File: src/rtl/devboard_bus_ctl_if.sv
// Core-side request/response port plus the multiplexed AD bus pins of the devboard bus controller.
// The controller uses the slave view; the core and the bus-side devices use the master view.
interface devboard_bus_ctl_if #(
  parameter int AW = 16,
  parameter int DW = 16
);
  logic          req_valid;
  logic          req_ready;
  logic          req_we;
  logic [AW-1:0] req_addr;
  logic [DW-1:0] req_wdata;
  logic          resp_valid;
  logic [DW-1:0] resp_rdata;
  logic [DW-1:0] ad_out;
  logic          ad_oe;
  logic [DW-1:0] ad_in;
  logic          ale;
  logic          nrd;
  logic          nwr;
  logic          lat_oe_n;
  logic          busy;

  modport master (
    output req_valid, req_we, req_addr, req_wdata, ad_in,
    input  req_ready, resp_valid, resp_rdata, ad_out, ad_oe, ale, nrd, nwr, lat_oe_n, busy
  );

  modport slave (
    input  req_valid, req_we, req_addr, req_wdata, ad_in,
    output req_ready, resp_valid, resp_rdata, ad_out, ad_oe, ale, nrd, nwr, lat_oe_n, busy
  );
endinterface

File: src/rtl/devboard_bus_ctl.sv
// Sequencer for the devboard multiplexed AD bus: address phase into the 573 latches with ALE,
// then a nRD/nWR data phase with WAIT_CYC extra strobe cycles and a one-cycle recovery.
module devboard_bus_ctl #(
  parameter int LE_CYC   = 2,
  parameter int WAIT_CYC = 1,
  parameter int AW       = 16,
  parameter int DW       = 16
) (
  input logic               clk,
  input logic               reset,
  devboard_bus_ctl_if.slave bus
);

  localparam int CNT_MAX = (LE_CYC > WAIT_CYC + 1) ? LE_CYC : WAIT_CYC + 1;
  localparam int CW      = $clog2(CNT_MAX + 1);

  typedef enum logic [2:0] {
    S_IDLE,
    S_ADDR,
    S_HOLD,
    S_STROBE,
    S_RECOV
  } state_t;

  state_t        state_q, state_d;
  logic [CW-1:0] cnt_q, cnt_d;
  logic          we_q, we_d;
  logic [AW-1:0] addr_q, addr_d;
  logic [DW-1:0] wdata_q, wdata_d;
  logic [DW-1:0] rdata_q, rdata_d;
  logic [DW-1:0] ad_out_q, ad_out_d;
  logic          ad_oe_q, ad_oe_d;
  logic          ale_q, ale_d;
  logic          nrd_q, nrd_d;
  logic          nwr_q, nwr_d;
  logic          resp_valid_q, resp_valid_d;
  logic          busy_q, busy_d;
  logic          lat_oe_n_q;

  always_comb begin
    state_d = state_q;
    cnt_d   = cnt_q;
    we_d    = we_q;
    addr_d  = addr_q;
    wdata_d = wdata_q;
    rdata_d = rdata_q;

    unique case (state_q)
      S_IDLE: begin
        if (bus.req_valid) begin
          we_d    = bus.req_we;
          addr_d  = bus.req_addr;
          wdata_d = bus.req_wdata;
          cnt_d   = CW'(LE_CYC - 1);
          state_d = S_ADDR;
        end
      end
      S_ADDR: begin
        if (cnt_q == '0) state_d = S_HOLD;
        else             cnt_d   = cnt_q - CW'(1);
      end
      S_HOLD: begin
        cnt_d   = CW'(WAIT_CYC);
        state_d = S_STROBE;
      end
      S_STROBE: begin
        if (cnt_q == '0) begin
          state_d = S_RECOV;
          if (!we_q) rdata_d = bus.ad_in;
        end else begin
          cnt_d = cnt_q - CW'(1);
        end
      end
      S_RECOV: state_d = S_IDLE;
      default: state_d = S_IDLE;
    endcase

    // Pin values are decoded from the next state so every output leaves a flop.
    ad_out_d     = ad_out_q;
    ad_oe_d      = 1'b0;
    ale_d        = 1'b0;
    nrd_d        = 1'b1;
    nwr_d        = 1'b1;
    resp_valid_d = (state_d == S_RECOV);
    busy_d       = (state_d != S_IDLE);

    unique case (state_d)
      S_ADDR, S_HOLD: begin
        ad_out_d = addr_d;
        ad_oe_d  = 1'b1;
        ale_d    = (state_d == S_ADDR);
      end
      S_STROBE: begin
        if (we_d) begin
          ad_out_d = wdata_d;
          ad_oe_d  = 1'b1;
          nwr_d    = 1'b0;
        end else begin
          nrd_d = 1'b0;
        end
      end
      S_RECOV: begin
        // Writes keep data on the bus past the nWR rising edge; reads stay tristated for turnaround.
        if (we_d) begin
          ad_out_d = wdata_d;
          ad_oe_d  = 1'b1;
        end
      end
      default: ;
    endcase
  end

  always_ff @(posedge clk) begin
    if (reset) begin
      state_q      <= S_IDLE;
      cnt_q        <= '0;
      we_q         <= 1'b0;
      addr_q       <= '0;
      wdata_q      <= '0;
      rdata_q      <= '0;
      ad_out_q     <= '0;
      ad_oe_q      <= 1'b0;
      ale_q        <= 1'b0;
      nrd_q        <= 1'b1;
      nwr_q        <= 1'b1;
      resp_valid_q <= 1'b0;
      busy_q       <= 1'b0;
      lat_oe_n_q   <= 1'b1;
    end else begin
      state_q      <= state_d;
      cnt_q        <= cnt_d;
      we_q         <= we_d;
      addr_q       <= addr_d;
      wdata_q      <= wdata_d;
      rdata_q      <= rdata_d;
      ad_out_q     <= ad_out_d;
      ad_oe_q      <= ad_oe_d;
      ale_q        <= ale_d;
      nrd_q        <= nrd_d;
      nwr_q        <= nwr_d;
      resp_valid_q <= resp_valid_d;
      busy_q       <= busy_d;
      lat_oe_n_q   <= 1'b0;
    end
  end

  assign bus.req_ready  = (state_q == S_IDLE);
  assign bus.resp_valid = resp_valid_q;
  assign bus.resp_rdata = rdata_q;
  assign bus.ad_out     = ad_out_q;
  assign bus.ad_oe      = ad_oe_q;
  assign bus.ale        = ale_q;
  assign bus.nrd        = nrd_q;
  assign bus.nwr        = nwr_q;
  assign bus.lat_oe_n   = lat_oe_n_q;
  assign bus.busy       = busy_q;

endmodule

File: src/flat_wrapper.sv
// flat-port wrapper written by rule: the top's interface ports become plain ports
module devboard_bus_ctl_flat 
#(
  parameter int LE_CYC   = 2,
  parameter int WAIT_CYC = 1,
  parameter int AW       = 16,
  parameter int DW       = 16
)
  (clk, reset, bus_req_valid, bus_req_we, bus_req_addr, bus_req_wdata, bus_ad_in, bus_req_ready, bus_resp_valid, bus_resp_rdata, bus_ad_out, bus_ad_oe, bus_ale, bus_nrd, bus_nwr, bus_lat_oe_n, bus_busy);
  devboard_bus_ctl_if #(.AW(AW), .DW(DW)) bus_i ();
  input logic clk;
  input logic reset;
  input wire logic [$bits(bus_i.req_valid)-1:0] bus_req_valid;
  input wire logic [$bits(bus_i.req_we)-1:0] bus_req_we;
  input wire logic [$bits(bus_i.req_addr)-1:0] bus_req_addr;
  input wire logic [$bits(bus_i.req_wdata)-1:0] bus_req_wdata;
  input wire logic [$bits(bus_i.ad_in)-1:0] bus_ad_in;
  output wire logic [$bits(bus_i.req_ready)-1:0] bus_req_ready;
  output wire logic [$bits(bus_i.resp_valid)-1:0] bus_resp_valid;
  output wire logic [$bits(bus_i.resp_rdata)-1:0] bus_resp_rdata;
  output wire logic [$bits(bus_i.ad_out)-1:0] bus_ad_out;
  output wire logic [$bits(bus_i.ad_oe)-1:0] bus_ad_oe;
  output wire logic [$bits(bus_i.ale)-1:0] bus_ale;
  output wire logic [$bits(bus_i.nrd)-1:0] bus_nrd;
  output wire logic [$bits(bus_i.nwr)-1:0] bus_nwr;
  output wire logic [$bits(bus_i.lat_oe_n)-1:0] bus_lat_oe_n;
  output wire logic [$bits(bus_i.busy)-1:0] bus_busy;
  assign bus_i.req_valid = bus_req_valid;
  assign bus_i.req_we = bus_req_we;
  assign bus_i.req_addr = bus_req_addr;
  assign bus_i.req_wdata = bus_req_wdata;
  assign bus_i.ad_in = bus_ad_in;
  assign bus_req_ready = bus_i.req_ready;
  assign bus_resp_valid = bus_i.resp_valid;
  assign bus_resp_rdata = bus_i.resp_rdata;
  assign bus_ad_out = bus_i.ad_out;
  assign bus_ad_oe = bus_i.ad_oe;
  assign bus_ale = bus_i.ale;
  assign bus_nrd = bus_i.nrd;
  assign bus_nwr = bus_i.nwr;
  assign bus_lat_oe_n = bus_i.lat_oe_n;
  assign bus_busy = bus_i.busy;
  devboard_bus_ctl #(.LE_CYC(LE_CYC), .WAIT_CYC(WAIT_CYC), .AW(AW), .DW(DW)) u_core (.clk(clk), .reset(reset), .bus(bus_i));
endmodule
File: config.mk
export PLATFORM = sky130hd
export DESIGN_NAME = devboard_bus_ctl_flat
export DESIGN_NICKNAME = d
export VERILOG_FILES = /design/src/rtl/devboard_bus_ctl_if.sv /design/src/rtl/devboard_bus_ctl.sv /design/src/flat_wrapper.sv
export SDC_FILE = /design/constraint.sdc
export NUM_CORES = 1
export LEC_CHECK = 0
export ABC_CLOCK_PERIOD_IN_PS = 1900
export CAP_MARGIN = 20
export CORE_AREA = 2 2 100 102
export CTS_CLUSTER_SIZE = 30
export DETAILED_ROUTE_END_ITERATION = 8
export DIE_AREA = 0 0 102 104
export GPL_TIMING_DRIVEN = 1
export HOLD_SLACK_MARGIN = 0.05
export MAX_ROUTING_LAYER = met4
export SLEW_MARGIN = 20
export SYNTH_ARGS = -nofsm -noshare
export SYNTH_HDL_FRONTEND = slang
export SYNTH_SLANG_ARGS = --single-unit
File: constraint.sdc
create_clock -name clk -period 1.9 [get_ports clk]
set_clock_uncertainty 0.05 [all_clocks]
set_input_delay 0.38 -clock clk [delete_from_list [all_inputs] [get_ports clk]]
set_output_delay 0.38 -clock clk [all_outputs]
set_load 0.03 [all_outputs]
# == Yosys cells after proc, flatten, opt, wreduce, memory -nomap -nowiden ==
# Index checks and enable logic that the tools add are counted.
# totals
reg_bits,77
input_bits,52
elab_cells,60
# classes
add_sub_neg,1
eq_ne,10
n_mux,19
n_bitwise,3
reduce_logical,13
# ops
operator,count
two-way mux 16 bit,5
case mux 16 bit (2 select lines),1
"equality test 3 x 2 -> 1 bit, second input constant",4
case mux 3 bit (4 select lines),1
OR reduction 2 bit,5
two-way mux 3 bit,3
"equality test 3 x 1 -> 1 bit, second input constant",2
case mux 2 bit (3 select lines),1
AND reduction 3 bit,2
nonzero test 3 bit,2
two-way mux 1 bit,5
two-way mux 2 bit,2
"!= test 2 bit, second input constant",2
"equality test 3 bit, second input constant",1
zero test 3 bit,1
NOT 1 bit,3
zero test 2 bit,1
"!= test 2 x 1 -> 1 bit, second input constant",1
case mux 1 bit (2 select lines),1
AND reduction 2 bit,1
nonzero test 2 bit,1
"subtractor 2 x 1 -> 2 bit, second input constant",1

# == Longest topological paths before layout ==
# Gate-level depths: netlist of the first run.
# logic_depth
ltp_word,7
depth_mapped,7

# == Worst setup path after synthesis of the first run ==
# OpenSTA, ideal clock, no wires.
# synth_path
path_type,register -> output
start,reg u_core.state_q[1]
end,out bus_req_ready
arrival_ns,1.660
path_slack_ns,-0.190
stages_incl_launch_ff,6
path_cell_list,dfxtp_1 clkbuf_1 buf_2 buf_4 buf_2 nor3_1
# synth_between
elab_chain_len,1
# synth_lines
item,line,source
start: declaration,devboard_bus_ctl.sv:25,"state_t state_q, state_d;"
start signal: assignment,devboard_bus_ctl.sv:130,state_q <= state_d;
zero test 3 bit,devboard_bus_ctl.sv:147,assign bus.req_ready = (state_q == S_IDLE);
end: declaration,flat_wrapper.sv:18,output wire logic [$bits(bus_i.req_ready)-1:0] bus_req_ready;
# No other way between the ends.

# == Worst setup path in the final report of the first run ==
# layout_path
start,reg u_core.state_q[2]
end,out bus_req_ready
# Same word-level chain as after synthesis.

==> results of run 1 <==
[layout make-up]
class / count / area share [%]
multi-input combinational: 255 / 32.5
sequential: 77 / 33.1
inverter: 20 / 1.61
clock inverter: 4 / 2.04
timing repair buffer: 120 / 24.0
tap: 133 / 3.57
clock buffer: 12 / 3.11
[how the worst max path moves through the flow]
stage                       from                    end  slack, ns  cells past startpoint
2_1_floorplan  u_core.state_q[1]          bus_req_ready       0.06                      5
3_5_place_dp       bus_req_valid   u_core.bus.ad_out[4]      -0.37                      5
6_report       u_core.state_q[2]          bus_req_ready       0.07                      2
4_1_cts        u_core.state_q[0]   u_core.bus.ad_out[4]       0.06                      5
5_1_grt        u_core.state_q[0]  u_core.bus.ad_out[10]      0.006                      5
3_3_place_gp       bus_req_valid   u_core.bus.ad_out[0]      -0.29                      5
[registers in the layout, summed over array words and instances, names as in the netlist]
register               cells
u_core.addr_q             16
u_core.bus.nwr             1
u_core.bus.lat_oe_n        1
u_core.bus.ad_out         16
u_core.bus.nrd             1
u_core.bus.resp_valid      1
u_core.state_q             3
u_core.wdata_q            16
u_core.cnt_q               2
u_core.bus.ale             1
u_core.we_q                1
u_core.bus.resp_rdata     16
u_core.bus.busy            1
u_core.bus.ad_oe           1
[cells in the mapped netlist]
| cell | n | area (um^2) |
|---|---|---|
| a211oi_1 | 1 | 7.51 |
| a21oi_1 | 65 | 325 |
| and3_1 | 2 | 12.5 |
| and3b_1 | 1 | 8.76 |
| buf_1 | 2 | 7.51 |
| buf_2 | 9 | 45.0 |
| buf_4 | 2 | 15.0 |
| buf_6 | 2 | 22.5 |
| buf_8 | 1 | 15.0 |
| clkbuf_1 | 22 | 82.6 |
| dfxtp_1 | 77 | 1540 |
| ha_1 | 1 | 12.5 |
| inv_1 | 20 | 75.1 |
| mux2i_1 | 1 | 10.0 |
| nand2_1 | 66 | 248 |
| nand2b_1 | 16 | 100 |
| nand3_1 | 16 | 80.1 |
| nand3b_1 | 1 | 7.51 |
| nand4_1 | 1 | 6.26 |
| nand4bb_1 | 1 | 11.3 |
| nor2_1 | 3 | 11.3 |
| nor2b_1 | 1 | 6.26 |
| nor2b_4 | 1 | 13.8 |
| nor3_1 | 19 | 95.1 |
| nor4b_1 | 3 | 26.3 |
| nor4b_2 | 1 | 15.0 |
| o21a_1 | 1 | 7.51 |
| o21ai_0 | 16 | 80.1 |
| o31ai_1 | 1 | 7.51 |
| o32ai_1 | 11 | 96.3 |
| o32ai_2 | 6 | 97.6 |
| or2b_1 | 1 | 7.51 |
| or3_1 | 1 | 6.26 |
| or4_1 | 1 | 7.51 |
| or4b_1 | 4 | 40.0 |
| or4b_2 | 12 | 120 |
| xor2_1 | 1 | 8.76 |
[logic make-up after synthesis]
family,Yosys count,synth area share [%]
fa+ha+maj,1,0.381
compound gates,101,19.0
mux,1,0.305
simple gates,151,25.1
flops,77,47.0
xor+xnor,1,0.267
buf+inv,58,8.01
[per-stage QoR]
| stage | power, mW | hold slack [ns] | setup WS, ns | utilization, % | std cells |
|---|---|---|---|---|---|
| after floorplan | 2.83 | 0.358 | 0.0639 | - | 390 |
| after global placement | 3.39 | 0.390 | -0.293 | 46.1 | 605 |
| after detailed placement | 3.39 | 0.392 | -0.369 | 46.1 | 605 |
| after CTS | 4.88 | 0.403 | 0.0583 | 48.6 | 621 |
| after global routing | 5.12 | 0.420 | 0.00643 | 48.8 | 621 |
| final | 4.87 | 0.403 | 0.0718 | 48.8 | 621 |
[power by group]
group	switching, mW	total, mW	internal, mW
logic	0.839	1.48	0.644
registers	0.0981	1.89	1.79
clock network	0.587	1.50	0.908
[what timing repair did]
item	CTS	global route
resized for setup	2	3
gates cloned	0	0
buffers inserted	0	0
setup endpoints to repair	2	2
[worst register-to-register path: stages, from the launching register on]
cell	delay [ns]
dfxtp_1	0.37
buf_4	0.21
nor3_1	0.08
or4_1	0.46
buf_4	0.23
o32ai_1	0.32
[per-layer routing]
layer  GRT usage, %  vias up  share of wire, %
li1               -     1541                 -
met1           24.5     1451                45
met2           27.3      123                45
met3           5.31       14               8.1
met4           4.95        0               1.5
met5              -        -                 0
==> results.yml, run 1 <==
logic_synthesis:
  synth_cell_types: 37
  yosys_warnings: 0
  yosysSeqAreaShare_pct: 47.0
  synthCells: 390
  yosys_register_bits: 77
  syn-num-nets: 443
  syn_area_per_cell_um2: 8.41
  syn_area_mm2: 0.00328
final_layout:
  nFillCells: 945
  final_nets: 536
  final_common_cell: "clkdlybuf4s50_1"
  design_area_mm2: 0.00466
  layout_common_cells: "88 x clkdlybuf4s50_1, 76 x dfxtp_1, 66 x nand2_1"
  diodes: 0
  layout-drive-gt1-share_pct: 14.3
  area_growth_syn_to_layout_pct: 42.1
  multi_input_area_mm2: 0.00152
  seqCellArea_mm2: 0.00154
critical_path:
  path_delay_family: "buffers and inverters"
  worstRegToRegCells: 5
  crit_chain: "nor3_2 -> dlygate4sd2_1"
  critPathLaunchType: "flop"
  critPathRequiredTime_ns: 1.47
  worstSetupEndpointType: "output port"
  slowest_stage: "dlygate4sd2_1"
  cp_slowest_stage_delay_ns: 0.43
  r2r_end: "u_core.bus.ad_out[4]"
  worst-path-buf-inv: 1
  path_class: "reg -> out"
  regToRegStartpoint: "u_core.state_q[0]"
  reg2reg_slack_ns: 0.08
  cp_max_fo: 5
  arrival_ns: 1.40
floorplan:
  start_util_pct: 34.4
  dieArea_mm2: 0.0106
  die_h_um: 104
  die_width_um: 102
  row_count: 36
  coreArea_mm2: 0.00955
  num_io_pins: 92
timing:
  tns_ns: 0
  finalCriticalPeriod_ns: 1.83
  slew_viol_final: 0
  period_share_pct: 96.2
  finalSetupViolCount: 0
  rsz0062_at_grt: "false"
  slew-limit-headroom_pct: 63.3
  finalHoldViolations: 0
  worstMarginPinSlew_ns: 0.549
  max_freq_mhz: 547
drt:
  wl_per_cell_um: 14.6
  vias_per_cell: 5.04
  vias: 3129
  dr.pass1.iters: 5
  dr.first_iter.drc_count: 152
  drt_wl_total_mm: 9.09
  drc_errors: 0
  ant_nets: 0
clock_tree:
  clockBufferDepth: 2
  cts.sinks: 77
  clock_latency_ns: 0.34
  ctsHoldBuffers: 0
  htreeDepth: 3
  cts_inserted_buffers: 9
  ctsRootBufferMaster: "clkbuf_8"
  clkSlewWorstSetupHoldPaths_ns: 0.08
  cts_tree: "built"
status:
  outcome: "finished, final reports clean"
power_and_ir_drop:
  vdd_drop_max_v: 0.000452
  power.density_mw_per_mm2: 1040
  p_leak_nw: 1.68
global_routing:
  grt_overflow: 0
  grt_use_total_pct: 18.4
  grt_pass1_wl_mm: 15.2
  grt_pass1_vias: 3021
  grt_max_degree: 34
  antenna_found_initial: 0
min_path:
  hold_path_depth: 2
  min-delay-path-class: "reg -> reg"
  hp-start: "u_core.wdata_q[5]"
  hold_end: "u_core.wdata_q[5]"
place:
  dp_hpwl_mm: 6.35
  gp_congestion: 0.846
  io_buffers: 91
  post_dp_cell_area_mm2: 0.00440
run:
  maxCapViolations: 0
Note: power is estimated with default switching activity, not from simulation.
==> run 2, diff against run 1 <==
--- a/config.mk
+++ b/config.mk
@@ -13,7 +13,6 @@
 export DIE_AREA = 0 0 102 104
 export GPL_TIMING_DRIVEN = 1
 export HOLD_SLACK_MARGIN = 0.05
-export MAX_ROUTING_LAYER = met4
 export SLEW_MARGIN = 20
 export SYNTH_ARGS = -nofsm -noshare
 export SYNTH_HDL_FRONTEND = slang
==> run 2 against run 1 <==
Utilization unchanged; global-route usage shrank 0.52 points; sequential share of layout area did not move; critical path type is now reg -> reg; largest cell class unchanged.
==> results.yml, run 2 (synthesis results as in run 1) <==
place:
  io_buffers: 91
  dpl.cell_count: 605
  dp_hpwl_mm: 6.35
  preCtsSetupSlack_ns: -0.369
  gp_congestion: 0.833
  post_dp_cell_area_mm2: 0.00440
floorplan:
  row_count: 36
  coreArea_mm2: 0.00955
  num_io_pins: 92
  start_util_pct: 34.4
  dieArea_mm2: 0.0106
  die_h_um: 104
  die_width_um: 102
clock_tree:
  clkSlewWorstSetupHoldPaths_ns: 0.08
  clock_latency_ns: 0.34
  cts_tree: "built"
  ctsRootBufferMaster: "clkbuf_8"
  post_cts_buffers: 0
  ctsHoldBuffers: 0
  cts_inserted_buffers: 9
  cts.sinks: 77
  htreeDepth: 3
  clockBufferDepth: 2
critical_path:
  worstRegToRegCells: 5
  cp_max_fo: 17
  crit_start: "u_core.state_q[0]"
  arrival_ns: 2.01
  crit_chain: "buf_4 -> nor3_1 -> or4_1 -> buf_4 -> o32ai_1"
  path_depth: 5
  crit_top_cell: "buf_4"
  critPathRequiredTime_ns: 2.09
  path_delay_family: "simple AND/OR/NAND/NOR gates"
  critPathLaunchType: "flop"
  worstSetupEndpointType: "flop"
  reg2reg_slack_ns: 0.08
  worst-path-buf-inv: 2
  regToRegStartpoint: "u_core.state_q[0]"
  path_class: "reg -> reg"
  r2r_end: "u_core.bus.ad_out[4]"
  cp_slowest_stage_delay_ns: 0.46
  endpoint: "u_core.bus.ad_out[4]"
  slowest_stage: "or4_1"
final_layout:
  area_growth_syn_to_layout_pct: 42.1
  layout-drive-gt1-share_pct: 14.3
  layout_common_cells: "88 x clkdlybuf4s50_1, 76 x dfxtp_1, 66 x nand2_1"
  final_nets: 536
  instances_no_fill: 621
  seqCellArea_mm2: 0.00154
  diodes: 0
  design_area_mm2: 0.00466
  nFillCells: 945
  final_common_cell: "clkdlybuf4s50_1"
  multi_input_area_mm2: 0.00152
run:
  maxCapViolations: 0
drt:
  ant_nets: 0
  vias: 3096
  dr.first_iter.drc_count: 147
  drt_wl_total_mm: 9.02
  wl_per_cell_um: 14.5
  drc_errors: 0
  dr.pass1.iters: 4
  vias_per_cell: 4.99
timing:
  worstMarginPinSlew_ns: 0.528
  finalCriticalPeriod_ns: 1.82
  max_freq_mhz: 549
  slew-limit-headroom_pct: 64.7
  finalSetupViolCount: 0
  finalHoldViolations: 0
  slew_viol_final: 0
  setup_slack_ns: 0.0786
  period_share_pct: 95.9
  rsz0062_at_grt: "false"
power_and_ir_drop:
  p_leak_nw: 1.68
  power.density_mw_per_mm2: 1040
  vdd_drop_max_v: 0.000452
  p_total_mw: 4.87
min_path:
  hp-start: "u_core.wdata_q[5]"
  min-delay-path-class: "reg -> reg"
global_routing:
  grt_overflow: 0
  grt_max_degree: 34
  grt_pass1_vias: 3031
  grt_pass1_wl_mm: 15.2
  grt_use_total_pct: 17.9
  antenna_found_initial: 0
status:
  outcome: "finished, final reports clean"
run 2: cell counts in the layout (fill, tap and decap cells not counted):
No cell type changed its count.
run 2: where the power goes:
group          switching (mW)  internal, mW
Sequential             0.0969          1.79
Combinational           0.838         0.644
Clock                   0.584         0.909
Total                    1.52          3.35
run 2: stage by stage:
stage                     hold WS [ns]  utilization, %  TNS [ns]
after global routing             0.420            48.8         0
after floorplan                  0.358               -         0
after detailed placement         0.392            46.1    -15.12
after CTS                        0.403            48.6         0
final                            0.401            48.8         0
after global placement           0.390            46.1    -12.82
run 2: how the worst min path moves through the flow:
stage                                to  slack (ns)  cells after the start
floorplan           u_core.bus.lat_oe_n        0.36                      0
global placement      u_core.wdata_q[0]        0.39                      2
detailed placement    u_core.wdata_q[0]        0.39                      2
CTS                   u_core.wdata_q[0]        0.40                      2
global route          u_core.wdata_q[5]        0.42                      2
finish                u_core.wdata_q[5]        0.40                      2
run 2: final cells by class:
| type | count | area share (%) |
|---|---|---|
| Tap cell | 133 | 3.57 |
| Sequential cell | 77 | 33.1 |
| Clock buffer | 12 | 3.11 |
| Clock inverter | 4 | 2.04 |
| Inverter | 20 | 1.61 |
| Timing Repair Buffer | 120 | 24.0 |
| Multi-Input combinational cell | 255 | 32.5 |
run 2: worst reg2reg max path: stages (launching register included):
cell and delay [ns]:
dfxtp_1 0.37, buf_4 0.21, nor3_1 0.08, or4_1 0.46, buf_4 0.23, o32ai_1 0.32
run 2: per-layer routing:
layer	track usage [%]	wire, um
met1	23.9	4050
met2	27.3	4140
met3	5.98	714
met4	4.95	122
met5	0	0
run 2: what timing repair did:
| action | 4_1_cts | 5_1_grt |
|---|---|---|
| setup endpoints to repair | 2 | 2 |
| pin swaps | 0 | 0 |
| resized for setup | 2 | 3 |
==> run 3, diff against run 2 <==
--- a/config.mk
+++ b/config.mk
@@ -7,13 +7,12 @@
 export LEC_CHECK = 0
 export ABC_CLOCK_PERIOD_IN_PS = 1900
 export CAP_MARGIN = 20
-export CORE_AREA = 2 2 100 102
+export CORE_AREA = 2 2 140 74
 export CTS_CLUSTER_SIZE = 30
 export DETAILED_ROUTE_END_ITERATION = 8
-export DIE_AREA = 0 0 102 104
+export DIE_AREA = 0 0 142 76
 export GPL_TIMING_DRIVEN = 1
 export HOLD_SLACK_MARGIN = 0.05
-export SLEW_MARGIN = 20
 export SYNTH_ARGS = -nofsm -noshare
 export SYNTH_HDL_FRONTEND = slang
 export SYNTH_SLANG_ARGS = --single-unit
==> run 3 against run 2 <==
Sequential share of layout area fell by 0.25 points; worst setup slack gained 0.0041 ns; total power is 2.0% higher; via count down 0.87%; routed wire length is 4.3% higher; count of clock-buffer cells in the layout did not move; register-to-register slack better by 0.09 ns; non-clock buffer count unchanged; worst hold slack improved by 0.0011 ns; critical path type is now reg -> out; critical endpoint is now bus_ad_out[15]; largest cell class unchanged.
==> results.yml, run 3 (synthesis results as in run 1) <==
critical_path:
  critPathLaunchType: "flop"
  crit_chain: "clkdlybuf4s50_1"
  cp_slowest_stage_delay_ns: 0.69
  worstSetupEndpointType: "output port"
  arrival_ns: 1.39
  slowest_stage: "clkdlybuf4s50_1"
  worst-path-buf-inv: 1
  path_delay_family: "buffers and inverters"
  critPathRequiredTime_ns: 1.47
  path_class: "reg -> out"
  cp_max_fo: 2
place:
  gp_congestion: 0.773
  io_buffers: 91
  dpl.cell_count: 598
  post_dp_cell_area_mm2: 0.00444
  dp_hpwl_mm: 6.58
global_routing:
  grt_pass1_wl_mm: 15.2
  grt_overflow: 0
  grt_use_total_pct: 18.0
  grt_max_degree: 36
  grt_pass1_vias: 2906
  antenna_found_initial: 0
final_layout:
  final_common_cell: "clkdlybuf4s50_1"
  area_growth_syn_to_layout_pct: 43.4
  diodes: 0
  design_area_mm2: 0.00471
  instances_no_fill: 612
  final_nets: 536
  fin_util_pct: 48.4
  layout_common_cells: "88 x clkdlybuf4s50_1, 76 x dfxtp_1, 66 x nand2_1"
  multi_input_area_mm2: 0.00150
  seqCellArea_mm2: 0.00155
  nFillCells: 946
  layout-drive-gt1-share_pct: 13.8
drt:
  wl_per_cell_um: 15.4
  ant_nets: 0
  dr.pass1.iters: 4
  vias: 3069
  vias_per_cell: 5.01
  drt_wl_total_mm: 9.41
  dr.first_iter.drc_count: 234
  drc_errors: 0
timing:
  whs_ns: 0.403
  period_share_pct: 95.6
  finalHoldViolations: 0
  rsz0062_at_grt: "false"
  finalSetupViolCount: 0
  slew_viol_final: 0
  max_freq_mhz: 550
  slew-limit-headroom_pct: 63.2
  worstMarginPinSlew_ns: 0.551
  finalCriticalPeriod_ns: 1.82
floorplan:
  num_io_pins: 92
  dieArea_mm2: 0.0108
  die_h_um: 76
  coreArea_mm2: 0.00973
  row_count: 26
  start_util_pct: 33.7
  die_width_um: 142
min_path:
  min-delay-path-class: "reg -> reg"
clock_tree:
  clkSlewWorstSetupHoldPaths_ns: 0.05
  cts.sinks: 77
  ctsHoldBuffers: 0
  clock_latency_ns: 0.33
  clockBufferDepth: 2
  ctsRootBufferMaster: "clkbuf_16"
  cts_tree: "built"
  cts_inserted_buffers: 9
  htreeDepth: 3
status:
  outcome: "finished, final reports clean"
run:
  maxCapViolations: 0
power_and_ir_drop:
  p_leak_nw: 1.70
  power.density_mw_per_mm2: 1050
  vdd_drop_max_v: 0.000553
  p_total_mw: 4.96
-- run 3: cell types whose count changed in the layout (fill, tap and decap cells not counted), moves of 2 or more --
cell | previous run | this run
buf_12 | 0 | 3
buf_4 | 29 | 27
bufinv_16 | 3 | 0
clkbuf_16 | 0 | 9
clkbuf_8 | 10 | 2
o32ai_1 | 8 | 11
o32ai_2 | 9 | 6
-- run 3: cell type report --
type,count,share of cell area [%]
Multi-Input combinational cell,255,32.0
Clock buffer,12,5.45
Inverter,20,1.60
Sequential cell,77,32.8
Clock inverter,2,0.213
Tap cell,126,3.35
Timing Repair Buffer,120,24.6
-- run 3: layer usage --
layer  vias up  GRT usage [%]  wire length [um]
li1       1546              -                 -
met1      1427           25.8              4810
met2        94           24.7              3890
met3         2           7.17               669
met4         0           4.80                29
met5         -              0                 0
-- run 3: worst paths after layout --
path | start | endpoint | cells after the start | slack (ns)
max | u_core.bus.ad_out[15] | bus_ad_out[15] | 1 | 0.08
min | u_core.wdata_q[11] | u_core.wdata_q[11] | 2 | 0.40
max reg2reg | u_core.state_q[1] | u_core.bus.ad_out[2] | 4 | 0.17
min reg2reg | u_core.wdata_q[11] | u_core.wdata_q[11] | 2 | 0.40
-- run 3: per-stage QoR --
step | worst slack [ns] | setup TNS [ns]
floorplan | 0.0639 | 0
global placement | -0.336 | -15.09
detailed placement | -0.386 | -17.18
CTS | 0.0698 | 0
global route | 0.0186 | 0
finish | 0.0828 | 0
-- run 3: where the power goes --
group	internal, mW	leakage [nW]	switching [mW]
Combinational	0.672	0.931	0.830
Sequential	1.80	0.631	0.111
Clock	0.936	0.134	0.614
-- run 3: what timing repair did --
action / in CTS / in global routing
gates cloned: 0 / 0
resized for setup: 1 / 1
endpoints found under the setup margin: 25 / 3
buffers inserted: 0 / 0
hold endpoints to repair: 0 / 0
